==> config.mk <==
export PLATFORM = sky130hd
export DESIGN_NAME = period_meter_flat
export DESIGN_NICKNAME = d
export VERILOG_FILES = /design/src/rtl/period_meter_pkg.sv /design/src/rtl/period_meter_if.sv /design/src/rtl/period_meter_edge_sync.sv /design/src/rtl/period_meter.sv /design/src/flat_wrapper.sv
export SDC_FILE = /design/constraint.sdc
export NUM_CORES = 1
export LEC_CHECK = 0
export BUFFER_PORTS_ARGS = -buffer_cell sky130_fd_sc_hd__buf_4
export CAP_MARGIN = 20
export CELL_PAD_IN_SITES_DETAIL_PLACEMENT = 0
export CELL_PAD_IN_SITES_GLOBAL_PLACEMENT = 1
export CORE_UTILIZATION = 45
export DETAILED_ROUTE_END_ITERATION = 10
export GPL_TIMING_DRIVEN = 0
export PLACE_DENSITY_LB_ADDON = 0.05
export RECOVER_POWER = 100
export SLEW_MARGIN = 20
export SYNTH_ARGS = -nofsm -noshare
export SYNTH_HDL_FRONTEND = slang
export SYNTH_SLANG_ARGS = --single-unit
==> constraint.sdc <==
create_clock -name clk_50 -period 7.27 [get_ports clk_50]
set_input_delay 0.727 -clock clk_50 [delete_from_list [all_inputs] [get_ports clk_50]]
set_output_delay 0.727 -clock clk_50 [all_outputs]
set_load 0.05 [all_outputs]
==> src/rtl/period_meter_pkg.sv <==
// Shared constants and state encoding for the period meter and its edge front end.
package period_meter_pkg;

    localparam int DEFAULT_WIDTH      = 16;
    localparam int DEFAULT_AVG_LOG2   = 2;
    // 1 ms at 50 MHz
    localparam int DEFAULT_TIMEOUT    = 50000;
    localparam int DEFAULT_LOCK_COUNT = 4;

    typedef enum logic {
        IDLE = 1'b0,
        MEAS = 1'b1
    } state_t;

endpackage

==> src/rtl/period_meter_if.sv <==
// Configuration and result bundle between the period meter and its consumer.
interface period_meter_if
    import period_meter_pkg::*;
#(
    parameter int WIDTH = DEFAULT_WIDTH
);
    logic [WIDTH-1:0] target;
    logic [7:0]       tol;
    logic [WIDTH-1:0] period_out;
    logic             period_valid;
    logic             timeout;
    logic             locked;

    modport master (
        output target, tol,
        input  period_out, period_valid, timeout, locked
    );

    modport slave (
        input  target, tol,
        output period_out, period_valid, timeout, locked
    );
endinterface

==> src/rtl/period_meter_edge_sync.sv <==
// Two-flop synchronizer with rising-edge detect; shared by the vco and fb paths.
module edge_sync (
    input  logic clk_50,
    input  logic rst,
    input  logic in_u,
    output logic out_s,
    output logic rise
);
    logic sig_s0;
    logic sig_1a;

    always_ff @(posedge clk_50) begin
        if (rst) begin
            sig_s0 <= 1'b0;
            out_s  <= 1'b0;
            sig_1a <= 1'b0;
        end else begin
            sig_s0 <= in_u;
            out_s  <= sig_s0;
            sig_1a <= out_s;
        end
    end

    assign rise = out_s & ~sig_1a;
endmodule

==> src/rtl/period_meter.sv <==
// Counts clk_50 cycles between rising edges of sig_u, averages blocks of samples,
// flags loss of input and tracks lock against a programmable target.
module period_meter
    import period_meter_pkg::*;
#(
    parameter int WIDTH      = DEFAULT_WIDTH,
    parameter int AVG_LOG2   = DEFAULT_AVG_LOG2,
    parameter int TIMEOUT    = DEFAULT_TIMEOUT,
    parameter int LOCK_COUNT = DEFAULT_LOCK_COUNT
) (
    input  logic          clk_50,
    input  logic          rst,
    input  logic          sig_u,
    period_meter_if.slave bus
);
    localparam int ACC_W   = WIDTH + AVG_LOG2;
    localparam int NSAMP_W = AVG_LOG2 + 1;
    localparam int NSAMP   = 1 << AVG_LOG2;
    localparam int LOCK_W  = $clog2(LOCK_COUNT + 1);
    localparam int DEV_W   = WIDTH + 1;

    state_t             state;
    state_t             state_next;
    logic               sync_level_unused;
    logic               rise;
    logic [WIDTH-1:0]   cnt;
    logic [ACC_W-1:0]   acc;
    logic [ACC_W-1:0]   acc_sum;
    logic [NSAMP_W-1:0] nsamp;
    logic [LOCK_W-1:0]  lock_cnt;
    logic [WIDTH-1:0]   avg;
    logic [DEV_W-1:0]   dev;
    logic               in_tol;
    logic               take_sample;
    logic               last_sample;
    logic               hit_timeout;

    edge_sync u_edge_sync (
        .clk_50 (clk_50),
        .rst    (rst),
        .in_u   (sig_u),
        .out_s  (sync_level_unused),
        .rise   (rise)
    );

    assign acc_sum = acc + ACC_W'(cnt);
    assign avg     = WIDTH'(acc_sum >> AVG_LOG2);
    assign dev     = (avg >= bus.target) ? ({1'b0, avg} - {1'b0, bus.target})
                                         : ({1'b0, bus.target} - {1'b0, avg});
    assign in_tol  = (dev <= DEV_W'(bus.tol));

    always_ff @(posedge clk_50) begin
        if (rst) begin
            state <= IDLE;
        end else begin
            state <= state_next;
        end
    end

    // A rise on the same cycle cnt reaches TIMEOUT is a valid sample, so cnt never wraps.
    always_comb begin
        state_next  = state;
        take_sample = 1'b0;
        last_sample = 1'b0;
        hit_timeout = 1'b0;
        case (state)
            IDLE: begin
                if (rise) begin
                    state_next = MEAS;
                end
            end
            MEAS: begin
                if (rise) begin
                    take_sample = 1'b1;
                    last_sample = (nsamp == NSAMP_W'(NSAMP - 1));
                end else if (cnt == WIDTH'(TIMEOUT)) begin
                    hit_timeout = 1'b1;
                    state_next  = IDLE;
                end
            end
            default: state_next = IDLE;
        endcase
    end

    always_ff @(posedge clk_50) begin
        if (rst) begin
            cnt              <= WIDTH'(1);
            acc              <= '0;
            nsamp            <= '0;
            lock_cnt         <= '0;
            bus.period_out   <= '0;
            bus.period_valid <= 1'b0;
            bus.timeout      <= 1'b0;
            bus.locked       <= 1'b0;
        end else begin
            bus.period_valid <= 1'b0;
            if (state == IDLE) begin
                cnt   <= WIDTH'(1);
                acc   <= '0;
                nsamp <= '0;
                if (rise) begin
                    bus.timeout <= 1'b0;
                end
            end else if (take_sample) begin
                cnt <= WIDTH'(1);
                if (last_sample) begin
                    acc              <= '0;
                    nsamp            <= '0;
                    bus.period_out   <= avg;
                    bus.period_valid <= 1'b1;
                    if (in_tol) begin
                        if (int'(lock_cnt) < LOCK_COUNT) begin
                            lock_cnt <= lock_cnt + 1'b1;
                        end
                        if (int'(lock_cnt) + 1 >= LOCK_COUNT) begin
                            bus.locked <= 1'b1;
                        end
                    end else begin
                        lock_cnt   <= '0;
                        bus.locked <= 1'b0;
                    end
                end else begin
                    acc   <= acc_sum;
                    nsamp <= nsamp + 1'b1;
                end
            end else if (hit_timeout) begin
                bus.timeout <= 1'b1;
                bus.locked  <= 1'b0;
                lock_cnt    <= '0;
            end else begin
                cnt <= cnt + 1'b1;
            end
        end
    end
endmodule

==> src/flat_wrapper.sv <==
// flat-port wrapper written by rule: the top's interface ports become plain ports
module period_meter_flat import period_meter_pkg::*;
#(
    parameter int WIDTH      = DEFAULT_WIDTH,
    parameter int AVG_LOG2   = DEFAULT_AVG_LOG2,
    parameter int TIMEOUT    = DEFAULT_TIMEOUT,
    parameter int LOCK_COUNT = DEFAULT_LOCK_COUNT
)
  (clk_50, rst, sig_u, bus_target, bus_tol, bus_period_out, bus_period_valid, bus_timeout, bus_locked);
  period_meter_if #(.WIDTH(WIDTH)) bus_i ();
  input  logic clk_50;
  input  logic rst;
  input  logic sig_u;
  input wire logic [$bits(bus_i.target)-1:0] bus_target;
  input wire logic [$bits(bus_i.tol)-1:0] bus_tol;
  output wire logic [$bits(bus_i.period_out)-1:0] bus_period_out;
  output wire logic [$bits(bus_i.period_valid)-1:0] bus_period_valid;
  output wire logic [$bits(bus_i.timeout)-1:0] bus_timeout;
  output wire logic [$bits(bus_i.locked)-1:0] bus_locked;
  assign bus_i.target = bus_target;
  assign bus_i.tol = bus_tol;
  assign bus_period_out = bus_i.period_out;
  assign bus_period_valid = bus_i.period_valid;
  assign bus_timeout = bus_i.timeout;
  assign bus_locked = bus_i.locked;
  period_meter #(.WIDTH(WIDTH), .AVG_LOG2(AVG_LOG2), .TIMEOUT(TIMEOUT), .LOCK_COUNT(LOCK_COUNT)) u_core (.clk_50(clk_50), .rst(rst), .sig_u(sig_u), .bus(bus_i));
endmodule
==> reports/metrics.cfg <==
[clock_tree]
root_buffer=clkbuf_16
cts_htree_levels=3
clk_pin_slew_ns=0.06
cts_sinks=63
clock_path_buffers=2
cts_buffers=9
insertion_delay_ns=0.33
cts_tree=built
ctsHoldBuffers=0

[worst_setup_path]
critPathMaxStageDelay_ns=0.50
startpoint_type=flip-flop
path_max_fanout=10
critPathSlowestCell=or4_4
required_ns=7.52
cp-end-kind=flip-flop
criticalPathCategory=flip-flop to flip-flop
crit_top_cell=a21oi_1
worst-endpoint-arrival_ns=7.10
startpoint=u_core.cnt[0]$_SDFFE_PP1N_
reg2reg_depth=30
crit_path_end=u_core.bus.locked$_SDFFE_PP0P_
r2r-end=u_core.bus.locked$_SDFFE_PP0P_
r2r-start=u_core.cnt[0]$_SDFFE_PP1N_
regToRegSetupSlack_ns=0.42

[timing]
tns_ns=0
hold_violations=0
clock.fmax_mhz=146.0
rsz0062_at_grt=false
skew_ns=0.007925
report.final.slew_viol_count=0
setup_violations=0
whs_ns=0.4545
fin_crit_ns=6.851
worstMarginPinSlew_ns=0.8422
slew_headroom_pct=42.40
worst_slack_ns=0.4192
period_share_pct=94.23

[yosys]
synthSimpleGateAreaFrac_pct=23.04
synth_seq_area_share_pct=23.84
netlist_area_mm2=0.005290
synth_compound_area_share_pct=22.47
synth_warnings=0
synth_cells=691
synth_fp_nets=785
synth_edf_count=0
ys_types=61
synth_top_family_by_area=simple AND/OR/NAND/NOR gates
synthMuxAreaShare_pct=1.537
synthFlopType=dfxtp_1
synth_fa_ha_area_share_pct=16.27
synth_xor_area_share_pct=6.126
async_flop_share_pct=0
postSynthAreaPerCell_um2=7.656
ys_ff_latch=63

[placement]
gp_congestion=0.8648
pre_cts_slack_ns=-0.3110
dp_hpwl_mm=11.57
portBuffers=45
place_area_mm2=0.005807

[cells_and_area]
diodes=0
design_area_mm2=0.006100
layout_commonest_cell=nand2_1
nets=844
final_cell_mix=73 x nand2_1, 62 x ha_1, 61 x dfxtp_1
syn2layout_area_growth_pct=15.30
drive_gt1_share_pct=10.61

[global_routing]
grt_max_degree=12
antenna_found_initial=0
grt_pass1_vias=4833
grt_pass1_wl_mm=23.81
grt_overflow=0
grt_use_total_pct=24.12

[pwr]
seqPwrFrac_pct=39.9
switching_share_pct=24.85
p_leak_uw=0.002529
intPower_uw=657.4
vdd_drop_max_uv=137.8
powerDensity_mw_per_mm2=143.4
p_clk_share_pct=47.1
p_switching_uw=217.3
power_uw=874.7
combPwrFrac_pct=13.0

[die]
start_util_pct=46.33
dieArea_mm2=0.01219
placementRows=39
dieHeight_um=110.4
core_mm2=0.01142
io-pin-count=46
fp.dieW_um=110.4

[detailed_routing]
drt_first_iter_violations=236
viasPerCell=5.678
drtAntennaViolNets=0
vias=5093
drt-pass1-iter-count=5
drc_errors=0
wire_per_inst_um=16.27
wirelength_mm=14.60

[job]
maxCapViolCount=0

[min_path]
hold_class=flip-flop to flip-flop

[status]
status=finished clean

## stage by stage
stage	utilization [%]	cells
finish	53.42	897
global placement	50.85	879
floorplan	-	691
detailed placement	50.85	879
global route	53.42	897
CTS	53.54	895
## state kept, by name, summed over array words and instances, names as in the netlist
signal / cells
u_core.acc: 18
u_core.bus.locked: 1
u_core.bus.period_out: 16
u_core.bus.period_valid: 1
u_core.bus.timeout: 1
u_core.cnt: 16
u_core.lock_cnt: 3
u_core.nsamp: 3
u_core.state: 1
u_core.u_edge_sync.out_s: 1
u_core.u_edge_sync.sig_1a: 1
u_core.u_edge_sync.sig_s0: 1
## what timing repair did
item,4_1_cts,5_1_grt
gates cloned,0,0
setup buffers,2,2
endpoints found under the hold margin,0,0
setup endpoints to repair,4,4
pin swaps,1,6
gates resized for setup,3,16
## power groups by stage
stage          clock, uW  combinational [uW]  sequential (uW)
3_3_place_gp           0                 110              356
3_5_place_dp           0                 111              356
5_1_grt              433                 127              349
6_report             412                 114              349
2_1_floorplan          0                76.7              355
4_1_cts              420                 112              349
## layer usage
metal  track usage [%]  share of wire (%)
met2             38.14                 45
met3             3.952                5.3
met1             33.65                 48
met4             7.022                1.4
met5                 0                  0
## how the worst min path moves through the flow
stage / startpoint / end / cells after the start
floorplan: u_core.u_edge_sync.sig_s0$_SDFF_PP0_ / u_core.u_edge_sync.out_s$_SDFF_PP0_ / 1
global placement: u_core.u_edge_sync.sig_s0$_SDFF_PP0_ / u_core.u_edge_sync.out_s$_SDFF_PP0_ / 1
detailed placement: u_core.u_edge_sync.sig_s0$_SDFF_PP0_ / u_core.u_edge_sync.out_s$_SDFF_PP0_ / 1
CTS: u_core.bus.period_out[8]$_SDFFE_PP0P_ / u_core.bus.period_out[8]$_SDFFE_PP0P_ / 2
global route: u_core.bus.period_out[3]$_SDFFE_PP0P_ / u_core.bus.period_out[3]$_SDFFE_PP0P_ / 2
finish: u_core.u_edge_sync.sig_s0$_SDFF_PP0_ / u_core.u_edge_sync.out_s$_SDFF_PP0_ / 1
## synth_stat cells (3+ instances only)
library cell | count | area share (%)
nand3b_1 | 3 | 0.43
ha_1 | 64 | 15
buf_6 | 3 | 0.64
or2_2 | 6 | 0.71
nand2b_1 | 7 | 0.83
a21oi_2 | 3 | 0.50
nor2_1 | 45 | 3.2
nand4_1 | 13 | 1.5
o21a_1 | 8 | 1.1
xnor2_1 | 23 | 3.8
nor2b_1 | 14 | 1.7
o211ai_1 | 7 | 0.99
and2_1 | 11 | 1.3
mux2i_1 | 7 | 1.3
o31ai_1 | 3 | 0.43
or3_1 | 11 | 1.3
o221ai_1 | 4 | 0.66
fa_1 | 3 | 1.1
nand3_1 | 22 | 2.1
xor2_1 | 14 | 2.3
o22ai_1 | 6 | 0.71
a31oi_1 | 3 | 0.35
buf_2 | 8 | 0.76
clkbuf_1 | 15 | 1.1
nor3_1 | 11 | 1.0
a22o_1 | 3 | 0.50
o21bai_1 | 7 | 0.99
o21ai_0 | 46 | 4.4
nand2_1 | 74 | 5.3
dfxtp_1 | 63 | 24
a21o_1 | 10 | 1.4
inv_1 | 60 | 4.3
a211oi_1 | 7 | 0.99
or4_1 | 3 | 0.43
a211o_1 | 3 | 0.50
and3_1 | 8 | 0.95
nor4_1 | 5 | 0.59
a21oi_1 | 57 | 5.4
## area by class of cell
class                      count  area, um^2
clock inverter                 5       50.05
timing repair buffer          49       292.8
buffer                        25       131.4
fill                        1171        5319
sequential                    63        1264
inverter                      60       225.2
multi-input combinational    542        3729
clock buffer                  10       229.0
tap                          143       178.9
## cell families after synthesis
kind of cell    after synthesis
buf+inv                      86
simple gates                244
mux                           8
compound gates              186
flops                        63
xor+xnor                     37
fa+ha+maj                    67
## critical path, delay by kind of cell (launching register included)
family / cells / cell delay [ns]
compound gates: 12 / 2.25
simple gates: 9 / 1.91
fa+ha+maj: 4 / 1.33
buf+inv: 2 / 0.38
flops: 1 / 0.36
xor+xnor: 2 / 0.32
mux: 1 / 0.24
Note: power is estimated with default switching activity, not from simulation.
